### config.mk
export PLATFORM = sky130hd
export DESIGN_NAME = branch_resolver
export DESIGN_NICKNAME = d
export VERILOG_FILES = /design/src/rtl/branch_resolver_pkg.sv /design/src/rtl/branch_resolver_sat_counter.sv /design/src/rtl/branch_resolver.sv
export SDC_FILE = /design/constraint.sdc
export NUM_CORES = 1
export LEC_CHECK = 0
export BUFFER_PORTS_ARGS = -buffer_cell sky130_fd_sc_hd__buf_4
export CAP_MARGIN = 20
export CORE_ASPECT_RATIO = 0.5
export CORE_MARGIN = 1.5
export CORE_UTILIZATION = 51
export DETAILED_ROUTE_END_ITERATION = 10
export PLACE_DENSITY = 0.77
export SYNTH_ARGS = -nofsm -noshare
export SYNTH_HDL_FRONTEND = slang
export SYNTH_HIERARCHICAL = 1
export SYNTH_SLANG_ARGS = --single-unit
### constraint.sdc
create_clock -name clk -period 2.31 [get_ports clk]
set_input_delay 0.693 -clock clk [delete_from_list [all_inputs] [get_ports clk]]
set_output_delay 0.693 -clock clk [all_outputs]
set_load 0.1 [all_outputs]
### src/rtl/branch_resolver_pkg.sv
// Shared definitions for the branch resolver: tracking-slot layout and
// constants that must agree with the branch predictor.
package branch_resolver_pkg;

   localparam int TABLE_BITS_DEFAULT = 7;
   localparam int CNT_W_DEFAULT = 32;
   localparam logic [31:0] PC_INC = 32'd4;

   typedef struct packed {
      logic        valid;
      logic        pred;
      logic        backward;
      logic [31:0] pc;
      logic [31:0] target;
   } slot_t;

endpackage

### src/rtl/branch_resolver_sat_counter.sv
// Saturating event counter used for branch statistics; sticks at all-ones
// instead of wrapping.
module sat_counter #(
   parameter int W = 32
) (
   input  logic         clk,
   input  logic         rst_n,
   input  logic         inc,
   output logic [W-1:0] count
);

   always_ff @(posedge clk or negedge rst_n) begin
      if (!rst_n) begin
         count <= '0;
      end else if (inc && (count != {W{1'b1}})) begin
         count <= count + W'(1);
      end
   end

endmodule

### src/rtl/branch_resolver.sv
// Follows conditional branches from ID to MEM, resolves them against the real
// outcome, raises a flush with the corrected PC and trains the predictor.
module branch_resolver
   import branch_resolver_pkg::*;
#(
   parameter int TABLE_BITS = TABLE_BITS_DEFAULT,
   parameter int CNT_W      = CNT_W_DEFAULT
) (
   input  logic                  clk,
   input  logic                  rst_n,
   input  logic                  stall,
   input  logic                  id_branch,
   input  logic                  id_pred_taken,
   input  logic                  id_backward,
   input  logic [31:0]           id_pc,
   input  logic [31:0]           id_target,
   input  logic                  mem_actual_taken,
   output logic                  flush,
   output logic [31:0]           redirect_pc,
   output logic                  upd_valid,
   output logic [TABLE_BITS-1:0] upd_idx,
   output logic                  upd_taken,
   output logic                  upd_backward,
   output logic [CNT_W-1:0]      br_count,
   output logic [CNT_W-1:0]      mispred_count
);

   slot_t ex_slot;
   slot_t mem_slot;
   logic  retire;

   always_comb begin
      flush       = mem_slot.valid && (mem_actual_taken != mem_slot.pred);
      redirect_pc = '0;
      if (flush) begin
         redirect_pc = mem_actual_taken ? mem_slot.target : (mem_slot.pc + PC_INC);
      end
   end

   assign retire = !stall && mem_slot.valid;

   // A flush empties both slots: the EX branch and the ID branch are wrong-path.
   always_ff @(posedge clk or negedge rst_n) begin
      if (!rst_n) begin
         ex_slot  <= '0;
         mem_slot <= '0;
      end else if (!stall) begin
         if (flush) begin
            ex_slot  <= '0;
            mem_slot <= '0;
         end else begin
            ex_slot  <= '{valid:    id_branch,
                         pred:     id_pred_taken,
                         backward: id_backward,
                         pc:       id_pc,
                         target:   id_target};
            mem_slot <= ex_slot;
         end
      end
   end

   // Every retiring branch trains the predictor exactly once, mispredicted or not.
   always_ff @(posedge clk or negedge rst_n) begin
      if (!rst_n) begin
         upd_valid    <= 1'b0;
         upd_idx      <= '0;
         upd_taken    <= 1'b0;
         upd_backward <= 1'b0;
      end else if (retire) begin
         upd_valid    <= 1'b1;
         upd_idx      <= mem_slot.pc[TABLE_BITS+1:2];
         upd_taken    <= mem_actual_taken;
         upd_backward <= mem_slot.backward;
      end else begin
         upd_valid    <= 1'b0;
      end
   end

   sat_counter #(.W(CNT_W)) u_br_count (
      .clk   (clk),
      .rst_n (rst_n),
      .inc   (retire),
      .count (br_count)
   );

   sat_counter #(.W(CNT_W)) u_mispred_count (
      .clk   (clk),
      .rst_n (rst_n),
      .inc   (retire && flush),
      .count (mispred_count)
   );

endmodule

==> results.ini, run 1 <==
[grt]
use_met3_pct = 4.78
grt_max_degree = 135
grtUsageMet1_pct = 34.2
global_route_wire_length_before_repair_mm = 42.5
vias_in_the_first_global_route = 8119
overall_global_routing_usage_pct = 26.0
globalRouteMet2Util_pct = 45.8
antenna_violations_before_repair = 0
global_route.overflow_total = 0
gr_peak_layer = met2

[place]
gp_congestion = 0.826
dp.final_hpwl_mm = 17.3
port-buffer-count = 177

[clocking]
clk_pin_slew_ns = 0.07
tritoncts = built
htree_levels = 1
max-clock-path-buffers = 3
cts.root.buffer_cell = clkbuf_16
numCtsBuffers = 19
postCtsHoldBufs = 0
tritoncts_num_sinks = 208
clock_insertion_delay_worst_skew_ns = 0.49

[run]
timing.max_cap.violations = 0

[setup_path]
reg2reg_slack_ns = 0.12
worstReg2RegStart = mem_slot[65]
cells_along_the_critical_path = ha_2, and2_4, buf_4, buf_6, nand3_4, or2_4, xor2_2, a21oi_4, buf_12
worst_setup_path_end_kind = primary output
timing.critical_path.from_type = flip-flop
worst_setup_path_endpoint = redirect_pc[12]
worstSetupPathType = reg -> out
r2r_end = u_mispred_count/count[26]
worst_r2r_path_depth = 9
timing.critical_path.slowest_stage_cell = dfrtp_1
crit_arrival_ns = 2.31
cp.required_ns = 1.62
delay_of_the_slowest_cell_on_the_worst_path_ns = 0.37
critPathMaxFanout = 3
crit_start = mem_slot[35]

[pwr]
netSwitchingFraction_pct = 40.8
fin_total_pwr_mw = 14.1
power_frac_clock_pct = 22.9
internal_power_mw = 8.37
leakage_nw = 6.64
max_vdd_drop_uv = 741
power.share.sequential_pct = 36.0
netSwitchingPower_mw = 5.76
comb_power_share_pct = 41.2
power.density_nw_per_um2 = 982

[floorplanning]
fp-row-count = 35
die_area_um2 = 20500
die_width_um = 201
start_util_pct = 53.1
boundaryPins = 178
die_y_um = 102
design.core.area_um2 = 18800

[yosys]
ys_warn_count = 6
synth_largest_type_area_fraction_pct = 52.1
synth.largest_area_cell = dfrtp_1
ys_async_sr_fraction_pct = 100
yosys.cell_types.count = 41
synth.yosys.seq_area_share_pct = 52.1
postSynthCellCount = 926
postSynthRegisterBits = 208
mappedNetlistNets = 1000
post_synth_instance_area_um2 = 9980
postSynthAreaPerCell_um2 = 10.8
synthTopCellsByArea = dfrtp_1 (52%), mux2i_1 (14%), nor2_1 (6.4%), xnor2_1 (5.5%), nand4_1 (2.4%)
synth_enable_flop_cells = 0
synth_ff_type = dfrtp_1

[sta]
hold_viol = 0
achievable-frequency_mhz = 333
tightestPinTransition_ns = 1.00
slew_headroom_pct = 33.3
hold-worst-slack_ns = 0.0707
report.final.slew_viol_count = 0
fin_crit_ns = 3.01
skew_ns = 0.0174
finalSetupViolations = 33
rsz0062_at_grt = yes
min_period_over_period_pct = 130
final_critical_path_setup_slack_ns = -0.696

[finish]
antenna-diode-count = 0
final_layout_size_suffix_gt1_share_pct = 42.7
area_growth_syn_to_layout_pct = 44.1
nets_final = 1260

[min_path]
min_path_type = in -> async

[route]
via_per_inst = 5.55
detailedRoute.firstPassIterationCount = 5
finalWirelength_mm = 27.3
drtIter0Drc = 432
final_antenna_net_count = 0
num_vias = 8068
route.detailed.wl_per_inst_um = 18.8
drc_errors = 0

[run_status]
violations = negative setup slack
run_status = finished, violations left

-- how the worst min path moves through the flow --
stage                                            to  slack (ns)  depth (start not counted)
after CTS                 u_mispred_count/count[22]        0.06                          1
after detailed placement  u_mispred_count/count[31]        0.49                          1
after floorplan                          ex_slot[0]        0.40                          0
after global routing      u_mispred_count/count[22]        0.07                          1
after global placement    u_mispred_count/count[31]        0.47                          1
final                     u_mispred_count/count[22]        0.07                          1
-- registers in the layout, summed over array words and instances (netlist names) --
| name | flops |
|---|---|
| u_mispred_count/count | 32 |
| u_br_count/count | 32 |
| upd_backward | 1 |
| upd_taken | 1 |
| mem_slot | 67 |
| upd_valid | 1 |
| upd_idx | 7 |
| ex_slot | 67 |
-- placed cells by master (no fill, tap or decap), types with 19 or more instances in the layout --
master / synthesis / layout
buf_4: 2 / 225
nor2_1: 171 / 155
dfrtp_1: 208 / 149
mux2i_1: 140 / 138
dfrtp_2: 0 / 59
xnor2_1: 63 / 50
nand2_1: 43 / 41
buf_12: 0 / 41
nand4_1: 38 / 38
nand3_1: 39 / 32
a21oi_4: 0 / 20
clkbuf_16: 0 / 19
-- power groups by stage --
stage                     combinational [mW]  clock [mW]  sequential [mW]
after floorplan                         2.50           0             6.17
final                                   5.82        3.23             5.08
after CTS                               5.68        3.29             5.05
after global placement                  4.99           0             5.05
after detailed placement                5.09           0             5.10
after global routing                    6.11        3.43             5.18
-- final cells by class --
type                       count  area [um2]
sequential                   208        5280
timing repair buffer         286        2740
clock inverter                 6        82.6
clock buffer                  25         548
tap                          259         324
inverter                       6        26.3
fill                        1159        4400
multi-input combinational    665        5380
-- metrics by stage --
step / util [%] / worst slack, ns / cells / TNS, ns / instance area, um2
after floorplan: - / -0.377 / 926 / -9.52 / 10600
after global placement: 67.7 / -0.331 / 1400 / -8.57 / 12700
after global routing: 76.6 / -0.773 / 1455 / -19.10 / 14400
after CTS: 75.6 / -0.663 / 1445 / -15.80 / 14200
after detailed placement: 67.7 / -0.357 / 1400 / -9.09 / 12700
final: 76.6 / -0.696 / 1455 / -16.36 / 14400
-- cell families after synthesis --
family,Yosys count,synth area share (%)
simple gates,362,18.5
flops,208,52.1
mux,153,15.5
xor+xnor,86,7.54
compound gates,60,3.47
buf+inv,54,2.43
fa+ha+maj,3,0.376
-- timing repair --
item / in CTS / in global routing
endpoints found under the setup margin: 33 / 33
cloned: 1 / 0
gates resized for setup: 166 / 25
hold endpoints to repair: 0 / 0
pin swaps: 52 / 31
setup buffers: 14 / 19
-- layer usage --
layer  vias to the layer above  share of wire [%]
met5                         -                  0
met4                         0                1.9
met3                        48                5.1
met2                       208                 50
met1                      4077                 43
li1                       3735                  -
-- worst max-delay path, delay by kind of cell, from the launching register on --
family | cells | cell delay [ns]
and+or+nand+nor | 3 | 0.51
DFF | 1 | 0.37
buffers and inverters | 3 | 0.42
xor gates and xnor gates | 1 | 0.17
AOI/OAI and AO/OA | 1 | 0.16
adders and majority gates | 1 | 0.20
-- synth_stat cells (all sizes together), types with 21 or more instances --
cell type,count
dfrtp,208
nor2,171
mux2i,140
xnor2,63
nand2,45
nand4,42
nand3,41
a21oi,28
clkbuf,27
o21ai,23
xor2,23
buf,21
(Power assumes the default switching activity.)
==> inputs of run 2 (changes only) <==
CORE_UTILIZATION = 45   (was 51)
PLACE_DENSITY = 0.69   (was 0.77)
SYNTH_HIERARCHICAL = unset   (was 1)
==> results.ini, run 2 <==
[finish]
final_cell_count_no_fill = 1498  ; +3.0%
commonest_non_fill_non_tap_cell_in_the_layout = buf_4
area_growth_syn_to_layout_pct = 46.1
final_layout_size_suffix_gt1_share_pct = 38.8  ; -3.9 points
nets_final = 1265  ; +0.40%
largestRegisters = ex_slot (67), mem_slot (67)
most-common-layout-cells = buf_4 (223), dfrtp_1 (154), nor2_1 (151)

[yosys]
synth_top_cells_by_count = dfrtp_1 (208), nor2_1 (162), mux2i_1 (132)
mappedNetlistNets = 1008  ; +0.80%
postSynthRegisterBits = 208  ; unchanged
post_synth_instance_area_um2 = 9750  ; -2.4%
ys_async_sr_fraction_pct = 100  ; unchanged
postSynthAreaPerCell_um2 = 10.4  ; -3.2%
yosys.cell_types.count = 40  ; -2.4%
most_instantiated_library_cell_after_synthesis = dfrtp_1
synthTopCellsByArea = dfrtp_1 (53%), mux2i_1 (14%), nor2_1 (6.2%), xnor2_1 (4.5%), xor2_1 (3.5%)
synth_enable_flop_cells = 0  ; unchanged
ys_warn_count = 0  ; -6
synth.yosys.seq_area_share_pct = 53.4  ; +1.3 points
synth_ff_type = dfrtp_1
postSynthCellCount = 934  ; +0.86%
synth_largest_type_area_fraction_pct = 53.4  ; +1.3 points
synth.largest_area_cell = dfrtp_1

[floorplanning]
die_y_um = 107  ; +5.0%
start_util_pct = 46.7  ; -6.5 points
die_width_um = 211  ; +5.1%
design.core.area_um2 = 20900  ; +11%
die_area_um2 = 22600  ; +10%
fp-row-count = 37  ; +5.7%
boundaryPins = 178  ; unchanged

[clocking]
numCtsBuffers = 20  ; +1
clk_pin_slew_ns = 0.07  ; about the same
tritoncts = built
cts.root.buffer_cell = clkbuf_16
tritoncts_num_sinks = 208  ; unchanged
max-clock-path-buffers = 3  ; unchanged
postCtsHoldBufs = 0  ; unchanged
htree_levels = 1  ; unchanged
clock_insertion_delay_worst_skew_ns = 0.50  ; about the same

[route]
finalWirelength_mm = 25.6  ; -6.3%
route.detailed.wl_per_inst_um = 17.1  ; -9.0%
final_antenna_net_count = 0  ; unchanged
via_per_inst = 5.14  ; -7.3%
drtIter0Drc = 472  ; +9.3%
num_vias = 7696  ; -4.6%
detailedRoute.firstPassIterationCount = 5  ; unchanged
drc_errors = 0  ; unchanged

[setup_path]
reg2reg_slack_ns = 0.25  ; +0.13 ns
crit_start = mem_slot[36]
cp.required_ns = 1.62  ; about the same
worstReg2RegStart = mem_slot[65]
worstSetupPathType = reg -> out
worst_r2r_path_depth = 6  ; -3
timing.critical_path.from_type = flip-flop
worst_setup_path_end_kind = primary output
critPathMaxFanout = 5  ; +2
crit_arrival_ns = 2.36  ; +0.05 ns

[sta]
rsz0062_at_grt = yes
finalSetupViolations = 33  ; unchanged
skew_ns = 0.00913  ; -0.00829 ns
final_critical_path_setup_slack_ns = -0.739  ; -0.0431 ns
report.final.slew_viol_count = 0  ; unchanged
hold_viol = 0  ; unchanged
achievable-frequency_mhz = 328  ; -1.4%
slew_headroom_pct = 57.0  ; +24 points
fin_crit_ns = 3.05  ; +0.0431 ns
tightestPinTransition_ns = 0.639  ; -0.361 ns
min_period_over_period_pct = 132  ; +1.9 points

[min_path]
min_path_type = in -> async

[grt]
vias_in_the_first_global_route = 7999  ; -1.5%
grt_max_degree = 127  ; -5.9%
overall_global_routing_usage_pct = 22.6  ; -3.4 points
globalRouteMet2Util_pct = 39.6  ; -6.2 points
global_route_wire_length_before_repair_mm = 41.0  ; -3.7%
global_route.overflow_total = 0  ; unchanged
use_met3_pct = 5.07  ; +0.28 points
grtUsageMet1_pct = 28.8  ; -5.4 points
gr_peak_layer = met2
antenna_violations_before_repair = 0  ; unchanged

[run]
timing.max_cap.violations = 0  ; unchanged

[place]
pre_cts_ws_ns = -0.430  ; -0.0729 ns
port-buffer-count = 177  ; unchanged
gp_congestion = 0.798  ; -3.3%
dp.final_hpwl_mm = 17.0  ; -2.1%
placed_cells = 1449  ; +3.5%

[pwr]
leakage_nw = 6.58  ; -0.98%
max_vdd_drop_uv = 1200  ; +62%
power.density_nw_per_um2 = 1000  ; +1.9%

[run_status]
violations = negative setup slack
run_status = finished, violations left

[run 2: cell types whose count changed in the layout (fill, tap and decap cells not counted), sizes merged, moves of 9 or more]
| cell | previous run | this run |
|---|---|---|
| nand2 | 45 | 80 |
| xor2 | 23 | 39 |
| xnor2 | 63 | 50 |
| and3 | 10 | 22 |
| nand4 | 43 | 31 |
| and2 | 2 | 12 |
| mux2 | 13 | 4 |
| nor2 | 171 | 162 |
[run 2: layout make-up]
| type | count | area (um2) |
|---|---|---|
| Clock buffer | 28 | 612 |
| Antenna cell | 1 | 2.50 |
| Multi-Input combinational cell | 672 | 5130 |
| Inverter | 7 | 31.3 |
| Fill cell | 1516 | 6630 |
| Clock inverter | 8 | 98.8 |
| Sequential cell | 208 | 5270 |
| Tap cell | 292 | 365 |
| Timing Repair inverter | 1 | 3.75 |
| Timing Repair Buffer | 281 | 2730 |
[run 2: final timing paths]
path	end
min	u_br_count.count[5]
max	redirect_pc[31]
min in group clk	ex_slot[23]
max reg2reg	u_mispred_count.count[29]
min reg2reg	u_mispred_count.count[20]
max in group asynchronous	u_mispred_count.count[4]
[run 2: critical path, stage by stage, from the launching register on]
cell	delay [ns]
dfrtp_1	0.41
and3_4	0.23
and4_4	0.24
buf_6	0.13
nand4_1	0.23
xnor2_1	0.27
o21a_4	0.17
buf_12	0.17
[run 2: kinds of logic after synthesis]
| family | Yosys count | share of synthesized area (%) |
|---|---|---|
| buf+inv | 55 | 2.23 |
| flops | 208 | 53.4 |
| compound gates | 61 | 3.62 |
| simple gates | 382 | 18.3 |
| mux | 136 | 14.0 |
| fa+ha+maj | 3 | 0.385 |
| xor+xnor | 89 | 8.00 |
[run 2: stage by stage]
stage                     util [%]  TNS, ns  total power, mW  hold slack (ns)  area [um2]
after floorplan                  -   -10.76             8.54            0.397       10400
after global placement        60.5   -10.64             10.0            0.463       12600
after detailed placement      60.5   -12.16             10.1            0.470       12600
after CTS                     66.5   -17.07             14.2           0.0776       13900
after global routing          68.2   -19.68             14.9           0.0870       14200
final                         68.2   -17.75             14.3           0.0862       14200
[run 2: repair_timing]
item,4_1_cts,5_1_grt
pin swaps,16,39
setup buffers,5,14
resized for setup,124,50
gates cloned,1,2
endpoints found under the setup margin,33,33
[run 2: metal layers]
| metal | share of wire (%) | up-vias |
|---|---|---|
| met5 | 0 | - |
| met4 | 1.7 | 0 |
| met3 | 4.3 | 35 |
| met2 | 49 | 144 |
| met1 | 45 | 3814 |
| li1 | - | 3703 |
[run 2: report_power, final]
part / switching, mW / total (mW) / internal, mW
Combinational: 3.71 / 5.72 / 2.01
Sequential: 0.590 / 5.02 / 4.43
Clock: 1.44 / 3.52 / 2.08
Total: 5.74 / 14.3 / 8.52
==> inputs of run 3 (changes only) <==
MAX_ROUTING_LAYER = met4   (was unset)
SYNTH_HIERARCHICAL = 1   (was unset)
==> results.ini, run 3 (synthesis gave the netlist of run 1 again) <==
[finish]
final_cell_count_no_fill = 1500  ; +0.13%
post-route-cell-area_um2 = 14600  ; +2.2%
final_core_utilization_pct = 67.0  ; -1.3 points
area_growth_syn_to_layout_pct = 45.7
largestRegisters = ex_slot (67), mem_slot (67)
most-common-layout-cells = buf_4 (223), nor2_1 (155), dfrtp_1 (150)
nets_final = 1259  ; -0.47%
n_fill_cell = 1623  ; +7.1%
final_layout_size_suffix_gt1_share_pct = 42.8  ; +4.0 points
commonest_non_fill_non_tap_cell_in_the_layout = buf_4
antenna-diode-count = 0  ; -1

[pwr]
power.density_nw_per_um2 = 986  ; -1.4%
max_vdd_drop_uv = 630  ; -47%
leakage_nw = 6.67  ; +1.4%

[sta]
fin_crit_ns = 3.04  ; -0.0123 ns
slew_headroom_pct = 26.1  ; -31 points
min_period_over_period_pct = 131  ; -0.53 points
final_critical_path_setup_slack_ns = -0.727  ; +0.0123 ns
tightestPinTransition_ns = 1.11  ; +0.470 ns
report.final.slew_viol_count = 0  ; unchanged
hold-worst-slack_ns = 0.133  ; +0.0470 ns
hold_viol = 0  ; unchanged
achievable-frequency_mhz = 329  ; +0.41%
rsz0062_at_grt = yes
skew_ns = 0.0123  ; +0.00314 ns
finalSetupViolations = 33  ; unchanged

[setup_path]
worst_setup_path_end_kind = primary output
critPathMaxFanout = 5  ; unchanged
r2r_end = u_mispred_count/count[29]
crit_start = mem_slot[40]
worst_r2r_path_depth = 10  ; +4
reg2reg_slack_ns = 0.08  ; -0.17 ns
crit_arrival_ns = 2.34  ; -0.02 ns
cp.required_ns = 1.62  ; about the same
timing.critical_path.from_type = flip-flop
worstReg2RegStart = mem_slot[65]
worstSetupPathType = reg -> out

[route]
num_vias = 7879  ; +2.4%
drc_errors = 0  ; unchanged
route.detailed.wl_per_inst_um = 17.6  ; +2.8%
detailedRoute.firstPassIterationCount = 5  ; unchanged
via_per_inst = 5.25  ; +2.2%
finalWirelength_mm = 26.3  ; +2.9%
drtIter0Drc = 512  ; +8.5%
final_antenna_net_count = 0  ; unchanged

[floorplanning]
boundaryPins = 178  ; unchanged
die_area_um2 = 23100  ; +2.4%
die_y_um = 108  ; +1.2%
fp-row-count = 38  ; +2.7%
die_width_um = 214  ; +1.2%
design.core.area_um2 = 21700  ; +4.1%
start_util_pct = 46.0  ; -0.73 points

[place]
placement.cell_area_um2 = 12800  ; +1.7%
placed_cells = 1447  ; -0.14%
dp.final_hpwl_mm = 17.6  ; +3.6%
port-buffer-count = 177  ; unchanged
gp_congestion = 0.862  ; +8.0%

[run_status]
violations = negative setup slack
run_status = finished, violations left

[clocking]
clk_pin_slew_ns = 0.07  ; about the same
tritoncts = built
max-clock-path-buffers = 3  ; unchanged
htree_levels = 1  ; unchanged
numCtsBuffers = 21  ; +5.0%
cts.root.buffer_cell = clkbuf_16
tritoncts_num_sinks = 208  ; unchanged
clock_insertion_delay_worst_skew_ns = 0.51  ; about the same

[grt]
global_route.overflow_total = 0  ; unchanged
overall_global_routing_usage_pct = 23.4  ; +0.85 points
global_route_wire_length_before_repair_mm = 41.2  ; +0.56%
grt_max_degree = 135  ; +6.3%
vias_in_the_first_global_route = 7781  ; -2.7%
antenna_violations_before_repair = 0  ; unchanged

[run]
timing.max_cap.violations = 0  ; unchanged

[min_path]
min_path_type = in -> async

## run 3: changes by cell type in the layout (fill, tap and decap cells not counted), sizes merged, moves of 8 or more
cell	before	now
nor2	162	171
nand4	31	43
and2	12	2
nand2	80	45
mux2i	132	140
xor2	39	23
mux2	4	13
xnor2	50	63
and3	22	10
## run 3: final cells by class
class | count | area [um2] | area share (%)
clock inverters | 4 | 55.1 | 0.378
inverters | 6 | 26.3 | 0.181
clock buffers | 34 | 634 | 4.36
flip-flops and latches | 208 | 5280 | 36.3
repair buffers | 283 | 2760 | 19.0
well taps | 300 | 375 | 2.58
multi-input cells | 665 | 5420 | 37.2
## run 3: per-stage QoR
stage	power, mW	TNS (ns)	setup slack, ns
finish	14.3	-17.71	-0.727
global route	15.0	-20.72	-0.823
CTS	14.2	-18.15	-0.708
detailed placement	10.2	-8.97	-0.398
global placement	10.1	-7.92	-0.350
floorplan	8.68	-9.52	-0.377
## run 3: how the worst max path moves through the flow
stage	end	slack, ns	depth (start not counted)
finish	redirect_pc[25]	-0.73	7
global route	redirect_pc[29]	-0.82	7
CTS	redirect_pc[24]	-0.71	6
detailed placement	redirect_pc[18]	-0.40	8
global placement	redirect_pc[18]	-0.35	8
floorplan	redirect_pc[23]	-0.38	7
## run 3: worst max-delay path: stages, from the launching register on
cell and delay (ns):
dfrtp_1 0.42, nand4_1 0.23, nor4_4 0.28, buf_6 0.17, nand4_1 0.16, xor2_2 0.23
a21oi_4 0.16, buf_12 0.19
## run 3: routing by layer
| metal | up-vias | track usage [%] | routed length, um |
|---|---|---|---|
| met1 | 3953 | 31.4 | 12000 |
| met5 | - | - | 0 |
| li1 | 3744 | - | - |
| met2 | 141 | 37.5 | 12800 |
| met3 | 41 | 4.04 | 949 |
| met4 | 0 | 5.43 | 586 |
## run 3: report_power, final
group | switching, mW | internal, mW | total, mW
Clock | 1.45 | 2.00 | 3.45
Combinational | 3.73 | 2.10 | 5.83
Sequential | 0.632 | 4.44 | 5.07
Total | 5.81 | 8.54 | 14.3
## run 3: repair_timing
item	CTS	global route
endpoints found under the setup margin	33	33
pin swaps	19	44
hold buffers	0	0
gates resized for setup	109	80
gates cloned	1	1
endpoints found under the hold margin	0	0
setup buffers	8	11
